File: src/rtl/float_op_sequencer.sv
// float_op_sequencer: issues add/sub/mul commands to the FU, counts its latency and returns tagged results; optional feature macro FLOAT_SEQ_ZERO_BYPASS_EN
module float_op_sequencer #(
  parameter int N_MANTISSE = 23,
  parameter int N_EXPOSANT = 8,
  parameter int MUL_LAT = 2,
  parameter int ADD_LAT = 3,
  parameter int TAG_W = 4,
  localparam int W = 1 + N_EXPOSANT + N_MANTISSE
) (
  input  logic             clk,
  input  logic             reset,
  input  logic             cmd_valid,
  output logic             cmd_ready,
  input  logic [1:0]       cmd_op,
  input  logic [W-1:0]     cmd_a,
  input  logic [W-1:0]     cmd_b,
  input  logic [TAG_W-1:0] cmd_tag,
  output logic             fu_start,
  output logic [1:0]       fu_op,
  output logic [W-1:0]     fu_a,
  output logic [W-1:0]     fu_b,
  input  logic [W-1:0]     fu_result,
  output logic             res_valid,
  input  logic             res_ready,
  output logic [W-1:0]     res_data,
  output logic [TAG_W-1:0] res_tag,
  output logic             res_err,
  output logic             busy
);
  typedef enum logic [1:0] {IDLE, ISSUE, WAIT, RESP} state_t;
  state_t state, state_nx;
  logic [3:0] cnt;
  logic [TAG_W-1:0] tag;
  logic accept, reserved, bypass;
  assign accept = cmd_valid && cmd_ready;
  assign reserved = cmd_op == 2'b11;
`ifdef FLOAT_SEQ_ZERO_BYPASS_EN
  assign bypass = cmd_op == 2'b10 && (cmd_a[W-2 -: N_EXPOSANT] == '0 || cmd_b[W-2 -: N_EXPOSANT] == '0);
`else
  assign bypass = 1'b0;
`endif
  assign cmd_ready = state == IDLE;
  assign busy = state != IDLE;
  assign fu_start = state == ISSUE;
  assign res_valid = state == RESP;
  // state register
  always_ff @(posedge clk) state <= reset ? IDLE : state_nx;
  // next state: reserved ops and zero-exponent muls skip the FU entirely
  always_comb begin
    state_nx = state;
    case (state)
      IDLE:    state_nx = accept ? ((reserved || bypass) ? RESP : ISSUE) : IDLE;
      ISSUE:   state_nx = WAIT;
      WAIT:    state_nx = cnt == 4'd0 ? RESP : WAIT;
      RESP:    state_nx = res_ready ? IDLE : RESP;
      default: state_nx = IDLE;
    endcase
  end
  // command capture, latency counting and result capture
  always_ff @(posedge clk) begin
    if (reset) begin
      cnt <= '0;
      tag <= '0;
      fu_op <= '0;
      fu_a <= '0;
      fu_b <= '0;
      res_data <= '0;
      res_tag <= '0;
      res_err <= 1'b0;
    end else begin
      if (accept) begin
        fu_op <= cmd_op;
        fu_a <= cmd_a;
        fu_b <= cmd_b;
        tag <= cmd_tag;
        if (reserved || bypass) begin
          res_data <= reserved ? '0 : {cmd_a[W-1] ^ cmd_b[W-1], {(W-1){1'b0}}};
          res_tag <= cmd_tag;
          res_err <= reserved;
        end
      end
      if (state == ISSUE) cnt <= fu_op == 2'b10 ? 4'(MUL_LAT - 1) : 4'(ADD_LAT - 1);
      else if (state == WAIT && cnt != 4'd0) cnt <= cnt - 4'd1;
      if (state == WAIT && cnt == 4'd0) begin
        res_data <= fu_result;
        res_tag <= tag;
        res_err <= 1'b0;
      end
    end
  end
endmodule

File: config.mk
export PLATFORM = sky130hd
export DESIGN_NAME = float_op_sequencer
export DESIGN_NICKNAME = d
export VERILOG_FILES = /design/src/rtl/float_op_sequencer.sv
export SDC_FILE = /design/constraint.sdc
export NUM_CORES = 1
export LEC_CHECK = 0
export ABC_AREA = 1
export CAP_MARGIN = 30
export CORE_AREA = 5 5 120 134
export DETAILED_ROUTE_END_ITERATION = 6
export DIE_AREA = 0 0 125 139
export SETUP_SLACK_MARGIN = 0.4
export SYNTH_ARGS = -nofsm -noshare
export SYNTH_HDL_FRONTEND = slang
export SYNTH_SLANG_ARGS = --single-unit
File: constraint.sdc
create_clock -name clk -period 1.85 [get_ports clk]
set_input_delay 0.185 -clock clk [delete_from_list [all_inputs] [get_ports clk]]
set_output_delay 0.185 -clock clk [all_outputs]
set_load 0.01 [all_outputs]
* Word level (Yosys, flattened, before mapping) *
Cells that the tools add are included.

word-level totals
  register bits after elaboration = 113
  input bits = 106
  output and inout bits = 107
  word-level logic and storage cells = 42

cells by class
  add/subtract/negate cells = 1
  equal/unequal tests = 5
  multiplexer cells = 14
  reduce and logical (&&, ||, !) cells = 13

operator list
  kind                                               count
  2-to-1 mux 32 bit                                  3
  2-to-1 mux 4 bit                                   5
  == test 2 bit (second input constant)              4
  2-to-1 mux 2 bit                                   4
  case mux 2 bit (4 select lines)                    1
  nonzero test 2 bit                                 4
  logical NOT 4 bit                                  1
  AND reduction 2 bit                                2
  nonzero test 4 bit                                 1
  subtractor 4 x 1 -> 4 bit (second input constant)  1
  logical AND 1 bit                                  3
  == test 2 x 1 -> 1 bit (second input constant)     1
  logical NOT 2 bit                                  1
  OR reduction 2 bit                                 1
  2-to-1 mux 1 bit                                   1

* Longest topological paths before layout *
Gate-level depths: netlist of run 1.

  depth after elaboration = 4
  gate-level depth with buffers = 9
  mapped depth without buffers = 8

* Worst setup path before layout of run 1 *
OpenSTA, ideal clock, no wires.

  path type = reg-to-reg
  start point = register cnt[0]
  end point = register res_data[12]
  setup time = 71 ps
  arrival time = 1339 ps
  required time = 1779 ps
  slack = 440 ps
  stages on the path, launching flop included = 8
  path buffers = 2
  period minus slack after synthesis = 1410 ps
  path through = dfxtp_1 inv_1 ha_1 clkbuf_1 nand3_4 clkbuf_1 nand3_1 a21oi_2

between the ends
  word-level cells in the longest chain between the ends = 4
  elaborated cells between the ends (all ways) = 6
  those cells by class = 1 x mux; 5 x reduce/logical

RTL lines
  item                           RTL line  RTL
  start, declared                32        logic [3:0] cnt;
  start signal, assigned         82        if (state == ISSUE) cnt <= fu_op == 2'b10 ? 4'(MUL_LAT - 1) : 4'(ADD_LAT - 1);
  start signal, assigned         83        else if (state == WAIT && cnt != 4'd0) cnt <= cnt - 4'd1;
  logical NOT 4 bit (*)          84        if (state == WAIT && cnt == 4'd0) begin
  logical AND 1 bit (*)          84
  nonzero test 2 bit (no line)   --
  AND reduction 2 bit (no line)  --
  end signal, assigned           77        res_data <= reserved ? '0 : {cmd_a[W-1] ^ cmd_b[W-1], {(W-1){1'b0}}};
  end signal, assigned           85        res_data <= fu_result;
  end, declared                  25        output logic [W-1:0] res_data,

Mark *: on every way between the ends. The rest lies on a longest branch, timed or not.
A chain may end at the register's enable or synchronous reset.

* Worst setup path after layout of run 1 *
  start point = register state[0]
  end point = output port cmd_ready

between the ends
  word-level cells in the longest chain between the ends = 1

RTL lines
  item                    RTL line  RTL
  start, declared         31        state_t state, state_nx;
  start signal, assigned  47        always_ff @(posedge clk) state <= reset ? IDLE : state_nx;
  logical NOT 2 bit       42        assign cmd_ready = state == IDLE;
  end, declared           13        output logic cmd_ready,

Every way passes these cells.

==> results.sh, run 1 <==
export IMPL_run_status="finished clean"
export IMPL_r2r_end="res_tag[1]"
export IMPL_vias=4309
export IMPL_min_to="res_tag[3]"
export IMPL_relSlewSlack_pct=68.7
export IMPL_synth_area_mux_share_pct=0
export IMPL_clock_fmax_ghz=0.721
export IMPL_p_leak_uw=0.00316
export IMPL_post_route_period_util_pct=75.0
export IMPL_clock_latency_ns=0.40
export IMPL_cp_end_kind="output pin"
export IMPL_die_h_um=139
export IMPL_drv_cap=0
export IMPL_wl_um=13600
export IMPL_place_hpwl_um=9710
export IMPL_core_area_sq_um=14600
export IMPL_r2r_cells=8
export IMPL_cts_sinks=113
export IMPL_grt_use_total_pct=15.5
export IMPL_post_drt_via_cell_ratio=4.49
export IMPL_power_density_nw_per_um2=1100
export IMPL_wl_per_cell_um=14.1
export IMPL_regToRegStartpoint="cnt[1]"
export IMPL_worstHoldPathCells=5
export IMPL_die_area_sq_um=17400
export IMPL_synth_top_family_by_area="simple AND/OR/NAND/NOR gates"
export IMPL_antenna_found_initial=0
export IMPL_syn_avg_cell_area_sq_um=7.85
export IMPL_ant_nets=0
export IMPL_worstHoldStart="reset"
export IMPL_cts_buffer_depth=2
export IMPL_setup_tns_ns=0
export IMPL_firstDrtPassIters=6
export IMPL_timing_final_ws_setup_ns=0.463
export IMPL_clock_skew_ns=0.00546
export IMPL_cts_hold_fix_buffers=0
export IMPL_syn_inst=546
export IMPL_min_path_type="primary input to flip-flop"
export IMPL_clk_pin_slew_ns=0.05
export IMPL_worst_path_max_delay_cell="dfxtp_4"
export IMPL_root_buffer="clkbuf_16"
export IMPL_critPathMaxStageDelay_ns=0.37
export IMPL_synthAdderAreaFrac_pct=0.584
export IMPL_place_congestion=0.812
export IMPL_drc=0
export IMPL_antenna_cells=0
export IMPL_reg2reg_slack_ns=0.50
export IMPL_seq_area_frac_synth_pct=52.8
export IMPL_layout_nets=859
export IMPL_hold_violations=0
export IMPL_start_util_pct=29.3
export IMPL_startpoint_type="flip-flop"
export IMPL_synth_cell_type_count=25
export IMPL_total_power_uw=7780
export IMPL_drt_initial_drc_count=248
export IMPL_syn_to_final_growth_pct=64.5
export IMPL_cts_tree="built"
export IMPL_first_global_vias=4309
export IMPL_drive_gt1_share_pct=10.1
export IMPL_syn_area_sq_um=4280
export IMPL_rsz0062_at_grt="true"
export IMPL_fin_hold_ws_ns=0.270
export IMPL_grt_ovfl_total=0
export IMPL_syn_num_nets=654
export IMPL_synth_compound_area_share_pct=14.2
export IMPL_path_cells="nor2_4 -> dlygate4sd2_1"
export IMPL_tightest_slew_ns=0.469
export IMPL_grt_pass1_wl_um=21700
export IMPL_io_buffers=212
export IMPL_synth_xor_area_share_pct=0.204
export IMPL_critPathMaxFanout=5
export IMPL_cp_arrival_ns=1.20
export IMPL_grt_start_max_net_pins=75
export IMPL_final_area_sq_um=7050
export IMPL_place_ws_ns=0.261
export IMPL_synthSimpleGateAreaFrac_pct=26.2
export IMPL_ys_ff_latch=113
export IMPL_cts_htree_levels=4
export IMPL_yosys_warnings=0
export IMPL_ios=213
export IMPL_cts_buffers=17
export IMPL_setup_violations_final=0
export IMPL_crit_required_ns=1.66
export IMPL_finalMaxSlewViolations=0
export IMPL_min_period_ns=1.39
export IMPL_ir_worst_vdd_mv=0.533
export IMPL_dieWidth_um=125
export IMPL_rows=47
export IMPL_placed_area_sq_um=6600
export IMPL_worstSetupPathType="flip-flop to output pin"
[through the flow]
step / std cells / util (%)
after global routing: 959 / 48.1
after global placement: 927 / 45.0
after CTS: 958 / 48.0
final: 959 / 48.1
after detailed placement: 927 / 45.0
after floorplan: 546 / -
[synth_stat cells, drive strengths merged]
master,instances,area share (%)
dfxtp,113,53
nand4,4,0.58
nand3b,4,0.70
nand2,65,6.3
nand3,40,5.0
o21ai,71,8.3
a21oi,39,5.4
a211oi,1,0.29
clkbuf,20,1.8
a31oi,1,0.15
xor2,1,0.20
nor2,151,14
ha,2,0.58
buf,18,2.8
inv,15,1.3
clkinv,1,0.12
[kinds of logic (layout without fill, tap and decap cells)]
logic type,after synthesis,after routing
compound gates,112,112
flops,113,113
xor+xnor,1,1
buf+inv,54,271
fa+ha+maj,2,2
simple gates,264,264
[cell type report]
type	count	area, sq um
fillers	1436	7600
flip-flops and latches	113	2270
repair buffers	224	2140
multi-input cells	379	1770
clock buffers	27	533
well taps	196	245
inverters	16	67.6
clock inverters	4	22.5
[power breakdown]
part / leakage [uW] / total (uW) / switching (uW) / internal (uW)
clock network: 0.000275 / 2980 / 1040 / 1940
logic: 0.00196 / 1870 / 1010 / 865
registers: 0.000931 / 2930 / 165 / 2760
total: 0.00316 / 7780 / 2210 / 5570
[worst max path at each step]
stage | startpoint | endpoint | depth (start not counted)
floorplan | cnt[0] | res_data[12] | 7
global placement | cmd_valid | fu_b[14] | 5
CTS | state[1] | fu_start | 4
detailed placement | cnt[1] | res_data[24] | 6
finish | state[0] | cmd_ready | 2
global route | state[0] | fu_b[14] | 5
[critical path: cells and delay by family (launching register included)]
kind	cells	cell delay [ns]
flip-flops	1	0.37
buffers and inverters	1	0.29
AND/OR/NAND/NOR	1	0.15
[sequential cells by signal, summed over array words and instances (netlist names)]
register,count
res_data,32
fu_a,32
fu_b,32
tag,4
res_tag,4
res_err,1
fu_op,2
cnt,4
state,2
[cell usage in the layout, fill, tap and decap left out, types with 17 or more instances in the layout]
| cell type | netlist | final |
|---|---|---|
| o21ai_0 | 71 | 71 |
| a21oi_1 | 29 | 29 |
| nor2_1 | 148 | 148 |
| clkbuf_16 | 0 | 17 |
| dfxtp_1 | 113 | 111 |
| nand3_1 | 39 | 39 |
| dlygate4sd2_1 | 0 | 104 |
| clkdlybuf4s50_1 | 0 | 104 |
| nand2_1 | 54 | 54 |
[per-layer routing]
metal | GRT usage, % | share of wire [%] | vias to the layer above
li1 | - | - | 2189
met1 | 17.9 | 42 | 1912
met2 | 25.0 | 47 | 184
met3 | 6.74 | 8.8 | 24
met4 | 6.62 | 2.1 | 0
met5 | 0 | 0 | -
[what timing repair did]
action,CTS,global route
pin swaps,1,2
setup endpoints to repair,143,27
gates resized for setup,113,10
buffers inserted,0,1
(Power assumes the default switching activity.)
==> inputs of run 2 (changes only) <==
==> constraint.sdc (replaced) <==
create_clock -name clk -period 1.1 [get_ports clk]
set_input_delay 0.11 -clock clk [delete_from_list [all_inputs] [get_ports clk]]
set_output_delay 0.11 -clock clk [all_outputs]
set_load 0.01 [all_outputs]
==> results.sh, run 2 (synthesized netlist as in run 1, its figures left out) <==
export IMPL_startpoint="state[0]"
export IMPL_startpoint_type="flip-flop"
export IMPL_clock_latency_ns=0.40
export IMPL_violations="setup timing"
export IMPL_cp_end_kind="flip-flop"
export IMPL_grt_ovfl_total=0
export IMPL_drt_initial_drc_count=190
export IMPL_vias=4795
export IMPL_clk_pin_slew_ns=0.05
export IMPL_tightest_slew_ns=0.629
export IMPL_reg2reg_slack_ns=-0.28
export IMPL_core_area_sq_um=14600
export IMPL_critPathMaxFanout=8
export IMPL_finalMaxSlewViolations=0
export IMPL_cts_buffer_depth=2
export IMPL_critPathCapture="res_data[21]"
export IMPL_fill_cells=1194
export IMPL_layout_nets=938
export IMPL_power_density_nw_per_um2=1740
export IMPL_ant_nets=0
export IMPL_internal_power_uw=11200
export IMPL_post_drt_via_cell_ratio=4.62
export IMPL_total_power_uw=15900
export IMPL_wl_per_cell_um=16.6
export IMPL_crit_required_ns=1.36
export IMPL_reg_top3="fu_a: 32 flops, fu_b: 32 flops, res_data: 32 flops"
export IMPL_critPathMostFrequentCell="buf_12"
export IMPL_switching_share_pct=29.8
export IMPL_antenna_found_initial=2
export IMPL_drv_cap=0
export IMPL_relSlewSlack_pct=58.1
export IMPL_final_cells=1037
export IMPL_p_comb_share_pct=35.3
export IMPL_ios=213
export IMPL_io_buffers=212
export IMPL_wl_um=17200
export IMPL_grt_start_max_net_pins=63
export IMPL_r2r_cells=7
export IMPL_r2r_end="res_data[21]"
export IMPL_run_status="complete, but fails checks"
export IMPL_drc=0
export IMPL_worstSetupPathType="flip-flop to flip-flop"
export IMPL_multi_input_area_sq_um=2420
export IMPL_grt_use_total_pct=17.4
export IMPL_place_hpwl_um=10500
export IMPL_ir_worst_vdd_mv=1.05
export IMPL_power_share_clock_pct=32.3
export IMPL_timing_final_ws_setup_ns=-0.278
export IMPL_regToRegStartpoint="state[0]"
export IMPL_start_util_pct=29.3
export IMPL_critPathMaxStageDelay_ns=0.36
export IMPL_cts_htree_levels=4
export IMPL_die_area_sq_um=17400
export IMPL_post_route_period_util_pct=125
export IMPL_dieWidth_um=125
export IMPL_drive_gt1_share_pct=56.1
export IMPL_switchingPower_uw=4740
export IMPL_dp_cells=946
export IMPL_first_global_vias=4669
export IMPL_layout_commonest_cell="nor2_1"
export IMPL_root_buffer="clkbuf_16"
export IMPL_cts_sinks=113
export IMPL_rows=47
export IMPL_hold_violations=0
export IMPL_p_leak_uw=0.00373
export IMPL_syn_to_final_growth_pct=113
export IMPL_firstDrtPassIters=4
export IMPL_cts_buffers=17
export IMPL_min_period_ns=1.38
export IMPL_layout_common_cells="nor2_1, buf_6, clkdlybuf4s50_1, dfxtp_2"
export IMPL_cp_arrival_ns=1.64
export IMPL_min_path_type="primary input to flip-flop"
export IMPL_seqPwrFrac_pct=32.4
export IMPL_rsz0062_at_grt="true"
export IMPL_setup_violations_final=117
export IMPL_worst_path_max_delay_cell="dfxtp_4"
export IMPL_ff_latch_area_sq_um=2420
export IMPL_path_cells="buf_12 -> nor2_4 -> nand3_4 -> buf_12 -> clkbuf_16 -> nand3_2 -> a21oi_2"
export IMPL_grt_pass1_wl_um=24400
export IMPL_place_congestion=0.770
export IMPL_clock_skew_ns=0.00830
export IMPL_die_h_um=139
export IMPL_clock_fmax_ghz=0.725
export IMPL_cts_tree="built"
==> run 2: cell count changes in the layout (fill, tap and decap cells not counted), sizes merged <==
cell | before | now
buf | 13 | 192
dlygate4sd2 | 104 | 0
clkinv | 3 | 7
clkbuf | 29 | 26
bufbuf | 0 | 2
diode | 0 | 2
inv | 16 | 14
bufinv | 0 | 1
clkdlybuf4s15 | 1 | 0
==> run 2: metal layers <==
metal	global-route usage [%]	part of all wire (%)
met5	0	0
met2	30.1	53
met4	8.96	3.8
met3	4.20	4.7
met1	19.9	39
==> run 2: layout make-up <==
type	instances	area share, %
Antenna cell	2	0.0548
Clock buffer	22	5.41
Clock inverter	6	0.630
Inverter	16	1.16
Multi-Input combinational cell	379	26.6
Sequential cell	113	26.5
Tap cell	196	2.69
Timing Repair Buffer	302	36.8
Timing Repair inverter	1	0.178
==> run 2: how the worst min path moves through the flow <==
stage | slack (ns) | cells after the start | start | endpoint
global route | 0.19 | 5 | reset | fu_a[5]
floorplan | 0.24 | 2 | fu_result[12] | res_data[12]
global placement | 0.45 | 2 | fu_b[28] | fu_b[28]
finish | 0.19 | 5 | reset | fu_op[1]
CTS | 0.16 | 5 | reset | fu_a[8]
detailed placement | 0.46 | 2 | fu_b[28] | fu_b[28]
==> run 2: metrics by stage <==
step | hold slack [ns] | instance area [sq um] | util (%) | worst slack (ns) | TNS [ns]
after global placement | 0.452 | 6860 | 46.8 | -0.281 | -26.31
after floorplan | 0.237 | 4470 | - | -0.131 | -4.61
after CTS | 0.161 | 8170 | 55.8 | -0.238 | -22.16
final | 0.194 | 9130 | 62.4 | -0.278 | -22.44
after global routing | 0.195 | 9130 | 62.4 | -0.343 | -30.98
after detailed placement | 0.465 | 6860 | 46.8 | -0.319 | -29.77
==> run 2: power groups by stage <==
stage	combinational (uW)	sequential (uW)	clock (uW)
after floorplan	1750	5220	0
after global placement	3800	5000	0
after detailed placement	3860	5010	0
after CTS	4580	5130	5210
after global routing	6000	5220	5430
final	5610	5160	5130
==> run 2: worst max-delay path, delay by kind of cell (launching register included) <==
kind | cells | cell delay, ns
compound gates | 1 | 0.06
flops | 1 | 0.36
simple gates | 3 | 0.32
buf+inv | 3 | 0.48
==> run 2: timing repair <==
| item | CTS | global route |
|---|---|---|
| resized for setup | 694 | 130 |
| setup endpoints to repair | 220 | 220 |
| gates cloned | 7 | 4 |
| setup buffers | 14 | 36 |
| pin swaps | 10 | 37 |
| hold buffers | 0 | 0 |
==> inputs of run 3 (changes only) <==
--- a/config.mk
+++ b/config.mk
@@ -10,6 +10,7 @@
 export CORE_AREA = 5 5 120 134
 export DETAILED_ROUTE_END_ITERATION = 6
 export DIE_AREA = 0 0 125 139
+export GPL_TIMING_DRIVEN = 0
 export SETUP_SLACK_MARGIN = 0.4
 export SYNTH_ARGS = -nofsm -noshare
 export SYNTH_HDL_FRONTEND = slang
==> results.sh, run 3 (synthesized netlist as in run 1, its figures left out) <==
export IMPL_setup_violations_final=117
export IMPL_dp_cells=954
export IMPL_clock_latency_ns=0.41
export IMPL_switchingPower_uw=4910
export IMPL_path_cells="nor2_4 -> buf_8 -> nand2_8 -> inv_12 -> buf_12 -> buf_12 -> buf_16 -> nor2_2 -> nor2_1"
export IMPL_first_global_vias=5047
export IMPL_ios=213
export IMPL_worstSetupPathType="flip-flop to flip-flop"
export IMPL_run_status="complete, but fails checks"
export IMPL_reg_top3="fu_a: 32 flops, fu_b: 32 flops, res_data: 32 flops"
export IMPL_cts_buffer_depth=2
export IMPL_die_h_um=139
export IMPL_grt_pass1_wl_um=26800
export IMPL_reg2reg_slack_ns=-0.30
export IMPL_timing_final_ws_setup_ns=-0.295
export IMPL_ant_nets=0
export IMPL_vias=4986
export IMPL_cts_sinks=113
export IMPL_critPathMostFrequentCell="buf_12"
export IMPL_post_drt_via_cell_ratio=4.63
export IMPL_p_comb_share_pct=36.2
export IMPL_drive_gt1_share_pct=60.1
export IMPL_layout_common_cells="buf_6, nor2_1, dfxtp_2, clkdlybuf4s50_1, buf_4"
export IMPL_power_density_nw_per_um2=1780
export IMPL_wl_um=17700
export IMPL_crit_required_ns=1.43
export IMPL_path_delay_family="buffers and inverters"
export IMPL_switching_share_pct=29.3
export IMPL_power_share_clock_pct=32.9
export IMPL_post_route_period_util_pct=127
export IMPL_setup_tns_ns=-26.52
export IMPL_wl_per_cell_um=16.4
export IMPL_clock_skew_ns=0.00617
export IMPL_rsz0062_at_grt="true"
export IMPL_grt_start_max_net_pins=17
export IMPL_min_period_ns=1.40
export IMPL_cts_htree_levels=4
export IMPL_place_congestion=0.748
export IMPL_violations="setup timing"
export IMPL_place_hpwl_um=11300
export IMPL_root_buffer="clkbuf_16"
export IMPL_hold_violations=0
export IMPL_regToRegStartpoint="state[1]"
export IMPL_worst_path_max_delay_cell="dfxtp_4"
export IMPL_drc=0
export IMPL_layout_commonest_cell="buf_6"
export IMPL_cts_buffers=17
export IMPL_cp_arrival_ns=1.73
export IMPL_grt_ovfl_total=0
export IMPL_critPathMaxFanout=5
export IMPL_ir_worst_vdd_mv=0.941
export IMPL_p_leak_uw=0.00400
export IMPL_startpoint="state[1]"
export IMPL_cts_tree="built"
export IMPL_die_area_sq_um=17400
export IMPL_drv_cap=0
export IMPL_antenna_found_initial=0
export IMPL_firstDrtPassIters=4
export IMPL_min_path_type="primary input to flip-flop"
export IMPL_internal_power_uw=11800
export IMPL_antenna_cells=0
export IMPL_tightest_slew_ns=0.685
export IMPL_start_util_pct=29.3
export IMPL_worstHoldStart="fu_result[25]"
export IMPL_io_buffers=212
export IMPL_rows=47
export IMPL_clock_fmax_ghz=0.717
export IMPL_finalMaxSlewViolations=0
export IMPL_cp_end_kind="flip-flop"
export IMPL_cp_num_buf_inv=5
export IMPL_seqPwrFrac_pct=30.8
export IMPL_critPathMaxStageDelay_ns=0.37
export IMPL_clk_pin_slew_ns=0.05
export IMPL_core_area_sq_um=14600
export IMPL_final_cells=1076
export IMPL_drt_initial_drc_count=184
export IMPL_startpoint_type="flip-flop"
export IMPL_layout_nets=975
export IMPL_relSlewSlack_pct=54.3
export IMPL_grt_use_total_pct=19.3
export IMPL_syn_to_final_growth_pct=120
export IMPL_dieWidth_um=125
-- run 3: changes by cell type in the layout (fill, tap and decap cells not counted), moves of 9 or more --
cell     delta
nand3_1    +30
o21ai_2    +30
nand2_1    -18
nand2_4     +9
nand3_2    -11
nor2_2     +17
nand3_4    -18
nand2_2     +9
nor2_1     -15
buf_8      +12
o21ai_1    -33
-- run 3: tightest hold or removal path: stages --
cell and delay (ns):
clkdlybuf4s50_1 0.39, nand2_1 0.06, a21oi_1 0.05
-- run 3: metal layers --
metal,up-vias,share of wire [%],GRT usage [%]
li1,2441,-,-
met1,2374,37,21.1
met2,141,55,35.0
met3,30,4.7,4.58
met4,0,2.9,9.36
met5,-,0,0
-- run 3: path summary, 6_finish.rpt --
check / end / depth (start not counted)
hold reg to reg: res_err / 2
setup / recovery: fu_b[20] / 9
setup reg to reg: fu_b[20] / 9
hold / removal: res_data[25] / 3
-- run 3: final cells by class --
cell class | count | area (sq um)
Buffer | 38 | 462
Clock buffer | 20 | 458
Clock inverter | 12 | 138
Fill cell | 1158 | 5200
Inverter | 16 | 90.1
Multi-Input combinational cell | 382 | 2380
Sequential cell | 113 | 2410
Tap cell | 196 | 245
Timing Repair Buffer | 298 | 3240
Timing Repair inverter | 1 | 16.3
-- run 3: repair_timing --
action | CTS | global route
pin swaps | 31 | 36
buffers inserted | 38 | 32
hold buffers | 0 | 0
gates cloned | 17 | 3
endpoints found under the setup margin | 220 | 220
resized for setup | 780 | 96
-- run 3: power groups by stage --
stage	sequential [uW]	combinational (uW)	clock, uW
finish	5170	6070	5520
global route	5220	6470	5810
CTS	5150	5240	5630
detailed placement	5030	3800	0
global placement	5000	3730	0
floorplan	5220	1750	0
-- run 3: per-stage QoR --
stage	worst slack [ns]	instance area, sq um	hold WS (ns)	util [%]	total power [uW]
after global placement	-0.795	6840	0.450	46.7	8740
after global routing	-0.357	9440	0.263	64.5	17500
after detailed placement	-0.833	6840	0.459	46.7	8820
after CTS	-0.287	8790	0.235	60.0	16000
after floorplan	-0.131	4470	0.237	-	6970
final	-0.295	9440	0.261	64.5	16800
==> patch 1, RTL diff (flow settings as in run 2) <==
Build with the macro `FLOAT_SEQ_ZERO_BYPASS_EN` defined.
--- a/src/rtl/float_op_sequencer.sv
+++ b/src/rtl/float_op_sequencer.sv
@@ -1,4 +1,6 @@
 // float_op_sequencer: issues add/sub/mul commands to the FU, counts its latency and returns tagged results; optional feature macro FLOAT_SEQ_ZERO_BYPASS_EN
+`define FLOAT_SEQ_ZERO_BYPASS_EN
+
 module float_op_sequencer #(
   parameter int N_MANTISSE = 23,
   parameter int N_EXPOSANT = 8,
Function: changed (Yosys sat finds a counterexample within 4 cycles, from zero or initial values and one cycle with reset high).
==> patch 1 against run 2 <==
- the run still ends with negative setup slack left
- sequential cell count is the same
- die area is the same
- wire length shrank 7.8%
- clock power grew 6.8%
- non-clock buffer count shrank 5
- total power grew 0.35%
- area after synthesis grew 0.55%
- design area shrank 5.1%
- setup slack gained 58 ps
==> patch 1: results <==
export IMPL_dr_wl_met2_mm=8.489
export IMPL_drt_first_iter_violations=231
export IMPL_seq_power_mw=5.25
export IMPL_dr_wl_met3_um=817
export IMPL_clk_power_mw=5.48
export IMPL_status="complete, but fails checks"
export IMPL_rr_startpoint="cnt[1]$_SDFFE_PP0P_"
export IMPL_yosysSeqAreaShare=0.5251
export IMPL_peakVddDrop_v=0.001294
export IMPL_cts_resized=659
export IMPL_setup_viol=116
export IMPL_place_gp_congestion=0.7883
export IMPL_final_net_count=946
export IMPL_wl_met1_mm=6.299
export IMPL_crit_path_end="res_data[5]$_SDFFE_PP0P_"
export IMPL_cp_max_fo=29
export IMPL_min_path_cells=3
export IMPL_hpwl_mm=10.65
export IMPL_slowest_delay_ps=540
export IMPL_layout_drive_gt1_share=0.4965
export IMPL_synthCells=563
export IMPL_routedWlPerCell_um=15.15
export IMPL_netlist_cell_type_count=24
export IMPL_grt_max_degree=46
export IMPL_failed_checks="negative setup slack"
export IMPL_grt_pass1_wl_mm=23.46
export IMPL_setup_slack_ps=-220.3
export IMPL_power_leakage_nw=3.676
export IMPL_fin_worst_skew_ps=8.019
patch 1: changes by cell type after synthesis, sizes merged, moves of 2 or more:
cell,change
nor2,-12
inv,+13
o21ai,+2
buf,+4
clkbuf,-2
and2,+2
nand2,+3
nand4,-4
nand3b,-4
a21oi,+13
patch 1: cells by family (layout without fill, tap and decap cells):
kind of cell    Yosys count  in the layout
simple gates            251            251
compound gates          128            128
flops                   113            113
fa+ha+maj                 1              1
xor+xnor                  2              2
buf+inv                  68            357
patch 1: final cells by class:
type / instances / area (um^2) / share of cell area
timing repair buffer: 297 / 3199 / 0.3692
sequential: 113 / 2404 / 0.2774
multi-input combinational: 382 / 2091 / 0.2413
clock buffer: 27 / 493.0 / 0.05689
tap: 196 / 245.2 / 0.02830
inverter: 28 / 133.9 / 0.01545
clock inverter: 5 / 100.1 / 0.01155
patch 1: metal layers:
layer	vias to the layer above	global-route usage
met5	-	0
met3	19	0.04777
met4	0	0.06164
met2	147	0.3030
li1	2375	-
met1	2211	0.1831
==> patch 2, RTL diff (settings of run 2) <==
Without the edit above. Make the reset (`reset`) asynchronous in one clocked block.
--- a/src/rtl/float_op_sequencer.sv
+++ b/src/rtl/float_op_sequencer.sv
@@ -57,7 +57,7 @@
     endcase
   end
   // command capture, latency counting and result capture
-  always_ff @(posedge clk) begin
+  always_ff @(posedge clk or posedge reset) begin
     if (reset) begin
       cnt <= '0;
       tag <= '0;
Formal check against the unedited RTL: differs if reset is asserted again (counterexample within 4 cycles, from zero or initial values and one cycle with reset high); with reset held inactive, the same outputs for 4 cycles.
==> patch 2 against run 2 <==
- the flow still finishes with violations (negative setup slack)
- wire length fell by 17%
- hold slack got worse by 130 ps
- global-route usage decreased by 1.4 points
- non-clock buffer count decreased by 13
- total power grew 16%
- design area is 14% lower
- sequential cell count unchanged
- area after synthesis rose by 4.7%
- clock skew shrank 0.77 ps
- setup slack improved by 110 ps
- largest power group unchanged
- highest routed layer unchanged
==> patch 2: results <==
export IMPL_max_slew_margin=0.8154
export IMPL_io_buffer_count=212
export IMPL_setup_slack_ps=-167.5
export IMPL_cts_root_buf="clkbuf_16"
export IMPL_routedWlPerCell_um=14.11
export IMPL_hpwl_mm=9.738
export IMPL_place_gp_congestion=0.8091
export IMPL_fin_worst_skew_ps=7.535
export IMPL_synthArstFlopShare=0.9823
export IMPL_grt_pass1_vias=4518
export IMPL_drt_first_iter_violations=176
export IMPL_cts_buffer_depth=2
export IMPL_swShare=0.3222
export IMPL_top_regs="fu_a (32), fu_b (32), res_data (32)"
export IMPL_failed_checks="negative setup slack"
export IMPL_grt_pass1_wl_mm=22.71
export IMPL_cp_max_fo=4
export IMPL_synth_warnings=0
export IMPL_grtUsageTotal=0.1600
export IMPL_power_leakage_nw=4.207
export IMPL_cts_buffers=17
export IMPL_cp_arrival_ps=1600
export IMPL_fillers=1352
export IMPL_hold_class="in2async"
export IMPL_synth_main_ff_cell="dfrtp_1"
export IMPL_yosysSeqAreaShare=0.6283
export IMPL_peakVddDrop_v=0.0008452
export IMPL_grt_use_met3=0.06780
export IMPL_slowest_delay_ps=360
export IMPL_dp_cells=937
export IMPL_grt_max_degree=51
export IMPL_vias=4308
export IMPL_setup_viol=117
export IMPL_htreeDepth=4
export IMPL_postSynthAreaPerCell_um2=8.591
export IMPL_grt_met2_usage=0.2620
export IMPL_synthTopCellsByArea="dfrtp_1 (62%), nand2_1 (28%), inv_1 (1.6%)"
export IMPL_yosys_top_cells_count="nand2_1 (331), dfrtp_1 (111), inv_1 (19)"
export IMPL_netlist_cell_type_count=21
export IMPL_clock_latency_ps=400
export IMPL_clkTransAtPathRegs_ps=50
export IMPL_grt_use_met1=0.1950
export IMPL_antenna_cells=0
export IMPL_drt_pass1_iter_count=4
export IMPL_status="complete, but fails checks"
export IMPL_antenna_found_initial=0
export IMPL_synth_nets=630
export IMPL_cp_slowest_cell="dfxtp_4"
export IMPL_layout_drive_gt1_share=0.2923
export IMPL_tns_ps=-15030
export IMPL_final_net_count=918
export IMPL_instances_no_fill=1017
==> patch 2: metal layers <==
layer  wire (um)  vias up  share of wire
li1            -     2161              -
met1        6103     1985           0.43
met2        7032      152           0.49
met3        1064       10          0.074
met4         147        0          0.010
met5           0        -              0
==> patch 2: power by group through the flow <==
stage | Sequential (mW) | Clock, mW | Combinational [mW]
after floorplan | 7.00 | 0 | 2.19
after global placement | 6.38 | 0 | 6.62
after detailed placement | 6.44 | 0 | 6.75
after CTS | 6.41 | 5.14 | 6.36
after global routing | 6.62 | 5.34 | 7.76
final | 6.47 | 5.00 | 7.01
==> patch 2: cell type report <==
cell class / count / share of cell area
clock buffer: 24 / 0.06143
timing repair buffer: 289 / 0.3268
multi-input combinational: 365 / 0.1971
clock inverter: 6 / 0.007340
timing repair inverter: 1 / 0.001436
tap: 196 / 0.03127
inverter: 23 / 0.01436
sequential: 113 / 0.3603
==> patch 2: cells by family (layout without fill, tap and decap cells) <==
logic type | after synthesis | after routing | synth area share
adders and majority gates | 2 | 2 | 0.005579
AOI/OAI and AO/OA | 11 | 11 | 0.01256
DFF | 113 | 113 | 0.6283
and+or+nand+nor | 351 | 351 | 0.3052
xor gates and xnor gates | 1 | 1 | 0.001953
buffers and inverters | 44 | 343 | 0.04631
==> patch 2: per-stage QoR <==
stage	area [um^2]	util	total power, mW	hold WS, ps	setup slack (ps)
2_1_floorplan	4629	-	9.187	169.4	-353.5
3_3_place_gp	7074	0.4831	13.00	435.3	-230.4
3_5_place_dp	7074	0.4831	13.19	439.2	-244.6
4_1_cts	7481	0.5109	17.91	30.07	-164.8
5_1_grt	7841	0.5355	19.72	75.96	-235.0
6_report	7841	0.5355	18.48	65.47	-167.5
==> patch 2: worst max-delay path, delay by kind of cell, from the launching register on <==
family        cells  cell delay, ps
flops             1             360
simple gates      5             490
buf+inv           3             360
==> patch 2: path summary, 6_finish.rpt <==
path                       cells after the start  slack [ps]                       to                     from
max reg2reg                                    8        -170   res_tag[0]$_DFFE_PP0P_      state[1]$_SDFF_PP0_
min in group clk                               3         240     fu_a[30]$_DFFE_PP0P_                cmd_a[30]
max                                            8        -170   res_tag[0]$_DFFE_PP0P_      state[1]$_SDFF_PP0_
max in group asynchronous                      3         560     fu_b[27]$_DFFE_PP0P_                    reset
min reg2reg                                    2         470  res_data[8]$_DFFE_PP0P_  res_data[8]$_DFFE_PP0P_
min                                            2          70      res_err$_DFFE_PP0P_                    reset
==> patch 2: timing repair <==
item / 4_1_cts / 5_1_grt
hold buffers: 0 / 0
endpoints found under the setup margin: 220 / 220
cloned: 1 / 3
pin swaps: 2 / 4
setup buffers: 22 / 24
resized for setup: 473 / 27
hold endpoints to repair: 0 / 0
